**config.mk**
```make
export PLATFORM = sky130hd
export DESIGN_NAME = sram_stream_loader
export DESIGN_NICKNAME = d
export VERILOG_FILES = /design/src/rtl/sram_stream_loader.sv
export SDC_FILE = /design/constraint.sdc
export NUM_CORES = 1
export LEC_CHECK = 0
export ABC_AREA = 1
export CORE_MARGIN = 8
export CORE_UTILIZATION = 63
export DETAILED_ROUTE_END_ITERATION = 16
export DONT_BUFFER_PORTS = 1
export PLACE_DENSITY = 0.83
export SLEW_MARGIN = 10
export SYNTH_ARGS = -nofsm -noshare
export SYNTH_HDL_FRONTEND = slang
export SYNTH_SLANG_ARGS = --single-unit
```
**constraint.sdc**
```tcl
create_clock -name clk -period 5.16 [get_ports clk]
set_clock_uncertainty 0.2 [all_clocks]
set_input_delay 1.29 -clock clk [delete_from_list [all_inputs] [get_ports clk]]
set_output_delay 1.29 -clock clk [all_outputs]
set_load 0.05 [all_outputs]
```
**src/rtl/sram_stream_loader.sv**
```systemverilog
// Ready/valid INT8 stream to single-bank SRAM fill engine with programmed base and length.
// Optional error flag logic is enabled by defining LOADER_ERR_CHECK_EN.

module sram_stream_loader #(
    parameter int NUM_SRAMS      = 4,
    parameter int MAX_ADDR_WIDTH = 16,
    parameter int INT8_WIDTH     = 8
) (
    input  logic                                 clk,
    input  logic                                 rst,
    input  logic                                 start,
    input  logic [$clog2(NUM_SRAMS)-1:0]         bank_sel,
    input  logic [MAX_ADDR_WIDTH-1:0]            base_addr,
    input  logic [MAX_ADDR_WIDTH:0]              length,
    input  logic                                 s_valid,
    input  logic [INT8_WIDTH-1:0]                s_data,
    output logic                                 s_ready,
    output logic [NUM_SRAMS-1:0]                 sram_en,
    output logic [NUM_SRAMS-1:0]                 sram_we,
    output logic [NUM_SRAMS*MAX_ADDR_WIDTH-1:0]  sram_addr,
    output logic [NUM_SRAMS*INT8_WIDTH-1:0]      sram_data,
    output logic                                 busy,
    output logic                                 done,
    output logic                                 err
);

    // state | meaning
    // IDLE  | waiting for start; zero-length starts only pulse done
    // LOAD  | accepting bytes, one write strobe per handshake
    // FLUSH | final strobe and done on the bus, returning to IDLE

    localparam int BW = $clog2(NUM_SRAMS);
    localparam int AW = MAX_ADDR_WIDTH;
    localparam int CW = MAX_ADDR_WIDTH + 1;
    localparam int DW = INT8_WIDTH;

    typedef enum logic [1:0] {S_IDLE, S_LOAD, S_FLUSH} state_t;

    state_t          state_q, state_d;
    logic [BW-1:0]   bank_q, bank_d;
    logic [AW-1:0]   ptr_q, ptr_d;
    logic [CW-1:0]   remain_q, remain_d;
    logic            wr_q, wr_d;
    logic [AW-1:0]   wr_addr_q, wr_addr_d;
    logic [DW-1:0]   wr_data_q, wr_data_d;
    logic            done_q, done_d;
    logic            busy_q, busy_d;
    logic            s_ready_q, s_ready_d;
    logic            err_q, err_d;
    logic            bank_ok;

    generate
        if ((1 << BW) == NUM_SRAMS) begin : g_bank_full
            assign bank_ok = 1'b1;
        end else begin : g_bank_chk
            assign bank_ok = (bank_sel < BW'(NUM_SRAMS));
        end
    endgenerate

`ifdef LOADER_ERR_CHECK_EN
    localparam logic [AW+1:0] ADDR_SPAN = {2'b01, {AW{1'b0}}};
    logic wrap;
    assign wrap = (({2'b00, base_addr} + {1'b0, length}) > ADDR_SPAN);
`endif

    always_comb begin
        state_d   = state_q;
        bank_d    = bank_q;
        ptr_d     = ptr_q;
        remain_d  = remain_q;
        wr_d      = 1'b0;
        wr_addr_d = '0;
        wr_data_d = '0;
        done_d    = 1'b0;
        busy_d    = busy_q;
        s_ready_d = s_ready_q;
        err_d     = err_q;

        case (state_q)
            S_IDLE: begin
                if (start && bank_ok) begin
                    if (length != '0) begin
                        bank_d    = bank_sel;
                        ptr_d     = base_addr;
                        remain_d  = length;
                        state_d   = S_LOAD;
                        busy_d    = 1'b1;
                        s_ready_d = 1'b1;
                    end else begin
                        done_d = 1'b1;
                    end
                end
            end
            S_LOAD: begin
                if (s_valid && s_ready_q) begin
                    wr_d      = 1'b1;
                    wr_addr_d = ptr_q;
                    wr_data_d = s_data;
                    ptr_d     = ptr_q + AW'(1);
                    remain_d  = remain_q - CW'(1);
                    // terminal count: this handshake carries the last byte
                    if (remain_q == CW'(1)) begin
                        state_d   = S_FLUSH;
                        s_ready_d = 1'b0;
                        done_d    = 1'b1;
                    end
                end
            end
            S_FLUSH: begin
                state_d   = S_IDLE;
                busy_d    = 1'b0;
                s_ready_d = 1'b0;
            end
            default: begin
                state_d   = S_IDLE;
                busy_d    = 1'b0;
                s_ready_d = 1'b0;
            end
        endcase

`ifdef LOADER_ERR_CHECK_EN
        // a wrapping job still runs; the flag only records it
        if (start && (busy_q || !bank_ok || wrap)) begin
            err_d = 1'b1;
        end
`else
        err_d = 1'b0;
`endif
    end

    always_ff @(posedge clk or negedge rst) begin
        if (!rst) begin
            state_q   <= S_IDLE;
            bank_q    <= '0;
            ptr_q     <= '0;
            remain_q  <= '0;
            wr_q      <= 1'b0;
            wr_addr_q <= '0;
            wr_data_q <= '0;
            done_q    <= 1'b0;
            busy_q    <= 1'b0;
            s_ready_q <= 1'b0;
            err_q     <= 1'b0;
        end else begin
            state_q   <= state_d;
            bank_q    <= bank_d;
            ptr_q     <= ptr_d;
            remain_q  <= remain_d;
            wr_q      <= wr_d;
            wr_addr_q <= wr_addr_d;
            wr_data_q <= wr_data_d;
            done_q    <= done_d;
            busy_q    <= busy_d;
            s_ready_q <= s_ready_d;
            err_q     <= err_d;
        end
    end

    always_comb begin
        sram_en   = '0;
        sram_we   = '0;
        sram_addr = '0;
        sram_data = '0;
        if (wr_q) begin
            sram_en[bank_q]                       = 1'b1;
            sram_we[bank_q]                       = 1'b1;
            sram_addr[int'(bank_q)*AW +: AW]      = wr_addr_q;
            sram_data[int'(bank_q)*DW +: DW]      = wr_data_q;
        end
    end

    assign s_ready = s_ready_q;
    assign busy    = busy_q;
    assign done    = done_q;
    assign err     = err_q;

endmodule

```
; ---- After elaboration in Yosys (flattened, before gate mapping)
; Cells that the tools add are included.
[word_totals]
register_bits = 65
in_bits = 47
output_inout_bits = 108
[classes]
add_sub_neg = 4
magnitude_cmp = 2
n_eq_ne = 6
shift = 4
mux = 35
bitwise = 3
n_reduce_logical = 9
[ops]
columns = cell, n
row1 = $mux W16, 5
row2 = $and A64 B64 Y64, 1
row3 = $mux W64, 1
row4 = $shift A16 B33 Y64 const A, 1
row5 = $shiftx A16 B33 Y64, 1
row6 = $mux W17, 3
row7 = $pmux W17 S2, 1
row8 = $neg A5 Y33, 1
row9 = $neg A6 Y33, 1
row10 = $shift A8 B33 Y32 const A, 1
row11 = $shiftx A8 B33 Y32, 1
row12 = $and A32 B32 Y32, 1
row13 = $mux W32, 1
row14 = $pmux W16 S2, 1
row15 = $eq A17 B1 Y1 const B, 1
row16 = $reduce_bool A17 Y1, 1
row17 = $sub A17 B1 Y17 const B, 1
row18 = $add A16 B1 Y16 const B, 1
row19 = $mux W8, 2
row20 = $mux W1, 11
row21 = $mux W2, 4
row22 = $ne A2 B2 Y1 const B, 4
row23 = $reduce_and A4 Y1, 2
row24 = $pmux W1 S2, 3
row25 = other kinds (11), 13

; ---- Depth between registers and ports, before layout
; Gate-level depths: netlist of the first run.
[logic_depth]
word_depth = 5
mapped_depth = 10
depth_no_buf = 10

; ---- Least setup slack after synthesis of the first run
; OpenSTA, ideal clock, no wires.
[synth_path]
kind = register to output
start = register bank_q[0]
end = output sram_addr[32]
t_arrival_ns = 2.557
setup_slack_ns = 1.113
path_stages_with_launch = 8
cell_sequence = dfrtp_1 inv_1 ha_1 nand2_1 inv_1 nand2_1 buf_1 nor3_1
[synth_between]
elab_chain_cells = 4
elab_cells_between_ends = 5
cone_classes = add/sub (1) / shift (2) / mux (1) / bitwise (1)
[synth_rtl]
columns = item, line_no
row1 = start: declaration, 40  ; logic [BW-1:0] bank_q, bank_d;
row2 = start signal: assignment, 146  ; bank_q <= bank_d;
row3 = $neg A6 Y33 *, 167  ; sram_addr[int'(bank_q)*AW +: AW] = wr_addr_q;
row4 = $shiftx A16 B33 Y64 / $shift A16 B33 Y64 (equally long branches), 167
row5 = $and A64 B64 Y64 (no line) *, -
row6 = $mux W64 *, 164  ; if (wr_q) begin
row7 = end: declaration, 20  ; output logic [NUM_SRAMS*MAX_ADDR_WIDTH-1:0] sram_addr,
; Mark *: on every way between the ends. The rest lies on a longest branch, timed or not.

; ---- Final worst setup path of the first run
[layout_path]
start = register bank_q[0]
end = output sram_addr[10]
; The elaborated chain is that of the path after synthesis.

==> flow_summary.json, run 1 <==
{
  "critPathRequiredTime_ns": 3.67,
  "grt_remaining_overflow": 0,
  "ys_seq_elements": 64,
  "crit_end": "sram_addr[10]",
  "synth.cell_area_sq_um": 4270,
  "synthMuxAreaShare_pct": 0,
  "tightest_slew_ns": 0.983,
  "hold_path_class": "reg2reg",
  "drt_iter0_markers": 460,
  "relSlewSlack_pct": 34.3,
  "synthTopCellsByArea": "dfrtp_1 (38%), nand2_1 (15%), nor2_1 (9.3%)",
  "synth_top_area_share_pct": 37.5,
  "yosysTopAreaCell": "dfrtp_1",
  "clock-root-buffer": "clkbuf_8",
  "die_x_microns": 98.3,
  "synth_xor_area_share_pct": 0.205,
  "ctsResizeCount": 0,
  "vias": 4689,
  "area.sequential_sq_um": 1600,
  "post_cts_buffers": 0,
  "yosys_warnings": 0,
  "wirelength_microns": 13400,
  "syn_nets": 720,
  "insertion_delay_ns": 0.35,
  "leakagePower_nw": 2.67,
  "synthSimpleGateAreaFrac_pct": 44.1,
  "multi_input_area_sq_um": 2260,
  "nets": 795,
  "gr-usage-all-layers_pct": 27.4,
  "wire_per_inst_microns": 16.2,
  "tritoncts": "built",
  "dr.pass1.iters": 6,
  "numPortBuffers": 0,
  "critPathMaxFanout": 24,
  "synthCells": 665,
  "grt_max_degree": 65,
  "crit_path_end_kind": "primary output",
  "drc_errors": 0,
  "htreeDepth": 3,
  "drive_above_1_share_pct": 20.7,
  "num_rows": 30,
  "timing.critical_path.arrival_ns": 3.00,
  "ctsHoldBuffers": 0,
  "synth_top_family_by_area": "simple AND/OR/NAND/NOR gates",
  "path_clk_slew_ns": 0.07,
  "outcome": "complete, no violations",
  "cts_sinks": 64,
  "syn_area_per_cell_sq_um": 6.42,
  "gp_congestion": 0.900,
  "clk_path_buf_depth": 2,
  "ys_types": 27,
  "maxCapViolCount": 0,
  "ant_nets": 0,
  "yosysSeqAreaShare_pct": 37.5,
  "antenna-diode-count": 0,
  "fillers": 466,
  "critPathLaunchType": "register",
  "numCtsBuffers": 9,
  "core_sq_um": 6680,
  "max_freq_mhz": 223,
  "slew_viol_final": 0,
  "period_minus_slack_ns": 4.49,
  "hold_ws_ns": 0.336,
  "worstSetupPathType": "reg2out",
  "peakVddDrop_mv": 0.303,
  "finalSetupViolations": 0,
  "cp-startpoint": "bank_q[0]",
  "die_y_microns": 98.3,
  "power_density_nw_per_um2": 485,
  "grt_pass1_wl_microns": 21600,
  "synth_compound_gate_area_share_pct": 4.19,
  "die_area_sq_um": 9670,
  "initial_core_util_pct": 63.9,
  "hold_violations": 0,
  "tns_ns": 0,
  "grt_pass1_vias": 4281,
  "rsz0062_at_grt": "no",
  "synth-adder-area-share_pct": 2.34,
  "io_pins": 155,
  "fin_crit_sh_pct": 87.0,
  "rrSetupSlack_ns": 1.79,
  "area_delta_synth_final_pct": 23.3,
  "antenna_found_initial": 0,
  "r2r-end": "ptr_q[8]",
  "rr_worst_depth": 7,
  "place_hpwl_microns": 9940,
  "r2r_start": "s_ready",
  "avgViaCountPerCell": 5.68
}
## worst max-delay path, cell delays in order (launching register included)
cell     delay, ns
dfrtp_1       0.41
inv_1         0.21
ha_1          0.24
nand2_1       0.07
inv_1         0.05
buf_4         0.29
nand4_1       0.79
nor2_1        0.33
buf_4         0.25
## worst min-delay path by stage
stage	from	to	slack (ns)	cells after the start
after CTS	state_q[1]	busy	0.34	3
after detailed placement	state_q[1]	busy	0.32	3
after global routing	ptr_q[15]	ptr_q[15]	0.39	2
after global placement	state_q[1]	busy	0.31	3
final	state_q[1]	busy	0.34	3
after floorplan	ptr_q[15]	ptr_q[15]	0.29	2
## where the power goes
group / internal, mW / switching [mW]
clock network: 0.319 / 0.196
logic: 0.335 / 0.872
registers: 0.668 / 0.164
## cell usage after synthesis (all sizes together)
cell and instances:
nand3 72, nand3b 1, o21ai 29, dfrtp 64, inv 82, nand4 6, nand2 171, xor2 1
conb 1, o21bai 1, ha 8, a21oi 4, nor3 65, o22ai 1, nor2 107, or2 14
buf 17, clkbuf 21
## cell families (layout without fill, tap and decap cells)
group | count (synthesis) | after routing
adder cells (fa/ha/maj) | 8 | 8
buffers and inverters | 120 | 200
AO/OA/AOI/OAI | 35 | 35
XOR/XNOR | 1 | 1
other | 1 | 1
flip-flops | 64 | 64
AND/OR/NAND/NOR | 436 | 436
## registers in the layout, indices dropped and copies added (netlist names)
register,count
remain_q,17
ptr_q,16
wr_addr_q,16
wr_data_q,8
bank_q,2
busy,1
done,1
s_ready,1
state_q,1
wr_q,1
## area by class of cell
type / instances / area share, %
tap: 80 / 1.90
clock inverter: 6 / 2.04
inverter: 82 / 5.84
timing repair buffer: 102 / 14.5
multi-input combinational: 481 / 42.8
sequential: 64 / 30.4
clock buffer: 10 / 2.42
## per-layer routing
| metal | GRT usage (%) | share of wire (%) | vias up |
|---|---|---|---|
| met5 | 0 | 0 | - |
| met1 | 31.9 | 38 | 2147 |
| met4 | 11.9 | 3.1 | 0 |
| li1 | - | - | 2234 |
| met2 | 46.0 | 48 | 268 |
| met3 | 7.89 | 11 | 40 |
## cells in the final DEF, fill, tap and decap left out, drive strengths merged
cell      synthesis  layout
nand3            72      72
bufinv            0       3
xor2              1       1
a21oi             4       4
nand2           171     171
buf              17     102
clkbuf           21      10
ha                8       8
nor3             65      65
o21bai            1       1
dfrtp            64      64
inv              82      82
or2              14      14
nand4             6       6
nor2            107     107
o21ai            29      29
conb              1       1
clkinv            0       2
clkinvlp          0       1
nand3b            1       1
o22ai             1       1
## stage by stage
step	instance area [sq um]	setup WS [ns]	total power, mW	instances	utilization, %
after floorplan	4270	1.11	1.75	665	-
after global placement	5030	1.29	1.95	809	75.3
after detailed placement	5030	1.09	2.01	809	75.3
after CTS	5270	0.693	2.53	825	78.8
after global routing	5270	0.403	2.74	825	78.8
final	5270	0.670	2.55	825	78.8
Note: power is estimated with default switching activity, not from simulation.
==> run 2, diff against run 1 <==
--- a/config.mk
+++ b/config.mk
@@ -6,7 +6,7 @@
 export NUM_CORES = 1
 export LEC_CHECK = 0
 export ABC_AREA = 1
-export CORE_MARGIN = 8
+export CORE_MARGIN = 5
 export CORE_UTILIZATION = 63
 export DETAILED_ROUTE_END_ITERATION = 16
 export DONT_BUFFER_PORTS = 1
==> flow_summary.json, run 2 (synthesized netlist as in run 1, its figures left out) <==
{
  "grt_remaining_overflow": 0,
  "antenna-diode-count": 0,
  "path_clk_slew_ns": 0.08,
  "maxCapViolCount": 0,
  "r2r_start": "s_ready",
  "hold_path_class": "reg2reg",
  "swShare_pct": 51.4,
  "largest_reg_flops": 17,
  "p_clk_share_pct": 15.9,
  "hold_depth": 3,
  "critPathMaxFanout": 40,
  "intPower_mw": 1.17,
  "critPathLaunchType": "register",
  "holdPathEnd": "busy",
  "r2r-end": "ptr_q[8]",
  "p_comb_share_pct": 49.5,
  "relSlewSlack_pct": 24.8,
  "nets": 797,
  "dr.pass1.iters": 7,
  "final_cell_area_sq_um": 5200,
  "power_density_nw_per_um2": 464,
  "io_pins": 155,
  "slowest_delay_ns": 0.97,
  "wirelength_microns": 12800,
  "regMostFlops": "remain_q",
  "p_sw_mw": 1.24,
  "post_cts_buffers": 0,
  "leakagePower_nw": 2.65,
  "cp_cell_sequence": "inv_1, ha_1, nor2_1, clkinv_1, nor3_1, buf_4",
  "gr-usage-all-layers_pct": 30.1,
  "wire_per_inst_microns": 15.4,
  "die_x_microns": 92.3,
  "hold_violations": 0,
  "area_delta_synth_final_pct": 21.7,
  "cp_slowest_cell": "clkinv_1",
  "insertion_delay_ns": 0.35,
  "min-delay-start": "state_q[1]",
  "cts_sinks": 64,
  "worstSetupPathType": "reg2out",
  "ant_nets": 0,
  "critPathBufInv": 3,
  "htreeDepth": 3,
  "clock-root-buffer": "clkbuf_8",
  "grt_pass1_vias": 4389,
  "fillers": 473,
  "rr_worst_depth": 7,
  "place_area_sq_um": 5030,
  "hold_ws_ns": 0.342,
  "numCtsBuffers": 9,
  "cp_top_family": "buffers and inverters",
  "drt_iter0_markers": 392,
  "tightest_slew_ns": 1.12,
  "die_area_sq_um": 8520,
  "clk_path_buf_depth": 2,
  "drive_above_1_share_pct": 20.3,
  "crit_path_end_kind": "primary output",
  "max_freq_mhz": 209,
  "drc_errors": 0,
  "avgViaCountPerCell": 5.69,
  "num_rows": 30,
  "power.total_mw": 2.41,
  "place_hpwl_microns": 9370,
  "ctsResizeCount": 0,
  "vias": 4702,
  "top_regs": "remain_q x17, ptr_q x16, wr_addr_q x16",
  "die_y_microns": 92.3,
  "gp_congestion": 0.940,
  "slew_viol_final": 0,
  "antenna_found_initial": 0,
  "tns_ns": 0,
  "ctsHoldBuffers": 0,
  "rrSetupSlack_ns": 2.49,
  "grt_pass1_wl_microns": 20900,
  "peakVddDrop_mv": 0.434,
  "initial_core_util_pct": 63.9,
  "core_sq_um": 6680,
  "finalSetupViolations": 0,
  "tritoncts": "built",
  "finish.utilization_pct": 77.8,
  "rsz0062_at_grt": "no",
  "fin_crit_sh_pct": 92.6,
  "final_cell_mix": "nand2_1 (169), nor2_1 (106), buf_4 (104)",
  "numPortBuffers": 0,
  "grt_max_degree": 65,
  "period_minus_slack_ns": 4.78,
  "timing.critical_path.arrival_ns": 3.29,
  "outcome": "complete, no violations",
  "p_seq_share_pct": 34.7,
  "critPathRequiredTime_ns": 3.67,
  "final_common_cell": "nand2_1"
}
[run 2: worst min-delay path, delay by kind of cell (launching register included)]
family	cells	cell delay, ns
buf+inv	1	0.05
flops	1	0.35
simple gates	2	0.10
[run 2: how the worst max path moves through the flow]
stage                          from             to  slack [ns]  depth (start not counted)
final                     bank_q[0]  sram_data[24]        0.38                          6
after CTS                 bank_q[0]  sram_data[24]        0.89                          6
after global routing      bank_q[0]  sram_data[11]        0.13                          6
after global placement    bank_q[0]  sram_data[24]        1.40                          6
after detailed placement  bank_q[0]  sram_data[24]        1.27                          6
after floorplan           bank_q[0]  sram_addr[32]        1.11                          7
[run 2: power groups by stage]
stage / clock network [mW] / registers (mW) / logic [mW]
2_1_floorplan: 0 / 0.796 / 0.955
3_3_place_gp: 0 / 0.825 / 1.12
3_5_place_dp: 0 / 0.835 / 1.17
4_1_cts: 0.384 / 0.827 / 1.18
5_1_grt: 0.410 / 0.855 / 1.34
6_report: 0.383 / 0.836 / 1.19
[run 2: metrics by stage]
| step | instances | setup slack [ns] |
|---|---|---|
| 2_1_floorplan | 665 | 1.11 |
| 3_3_place_gp | 811 | 1.40 |
| 3_5_place_dp | 811 | 1.27 |
| 4_1_cts | 827 | 0.892 |
| 5_1_grt | 827 | 0.129 |
| 6_report | 827 | 0.383 |
[run 2: metal layers]
layer	global-route usage (%)	share of wire (%)	vias up
met4	11.4	2.5	0
met1	36.4	39	2138
li1	-	-	2237
met3	7.47	10	36
met5	0	0	-
met2	51.8	49	291
[run 2: area by class of cell]
| type | instances | area (sq um) | area share, % |
|---|---|---|---|
| Clock buffer | 9 | 124 | 2.38 |
| Clock inverter | 7 | 47.5 | 0.915 |
| Inverter | 82 | 308 | 5.92 |
| Multi-Input combinational cell | 481 | 2240 | 43.0 |
| Sequential cell | 64 | 1600 | 30.8 |
| Tap cell | 80 | 100 | 1.93 |
| Timing Repair Buffer | 104 | 781 | 15.0 |
==> run 3, diff against run 2 <==
--- a/config.mk
+++ b/config.mk
@@ -11,6 +11,7 @@
 export DETAILED_ROUTE_END_ITERATION = 16
 export DONT_BUFFER_PORTS = 1
 export PLACE_DENSITY = 0.83
+export SETUP_SLACK_MARGIN = 0.05
 export SLEW_MARGIN = 10
 export SYNTH_ARGS = -nofsm -noshare
 export SYNTH_HDL_FRONTEND = slang
==> results of run 3 <==
No change in the layout: final DEF, timing and power equal those of run 2.
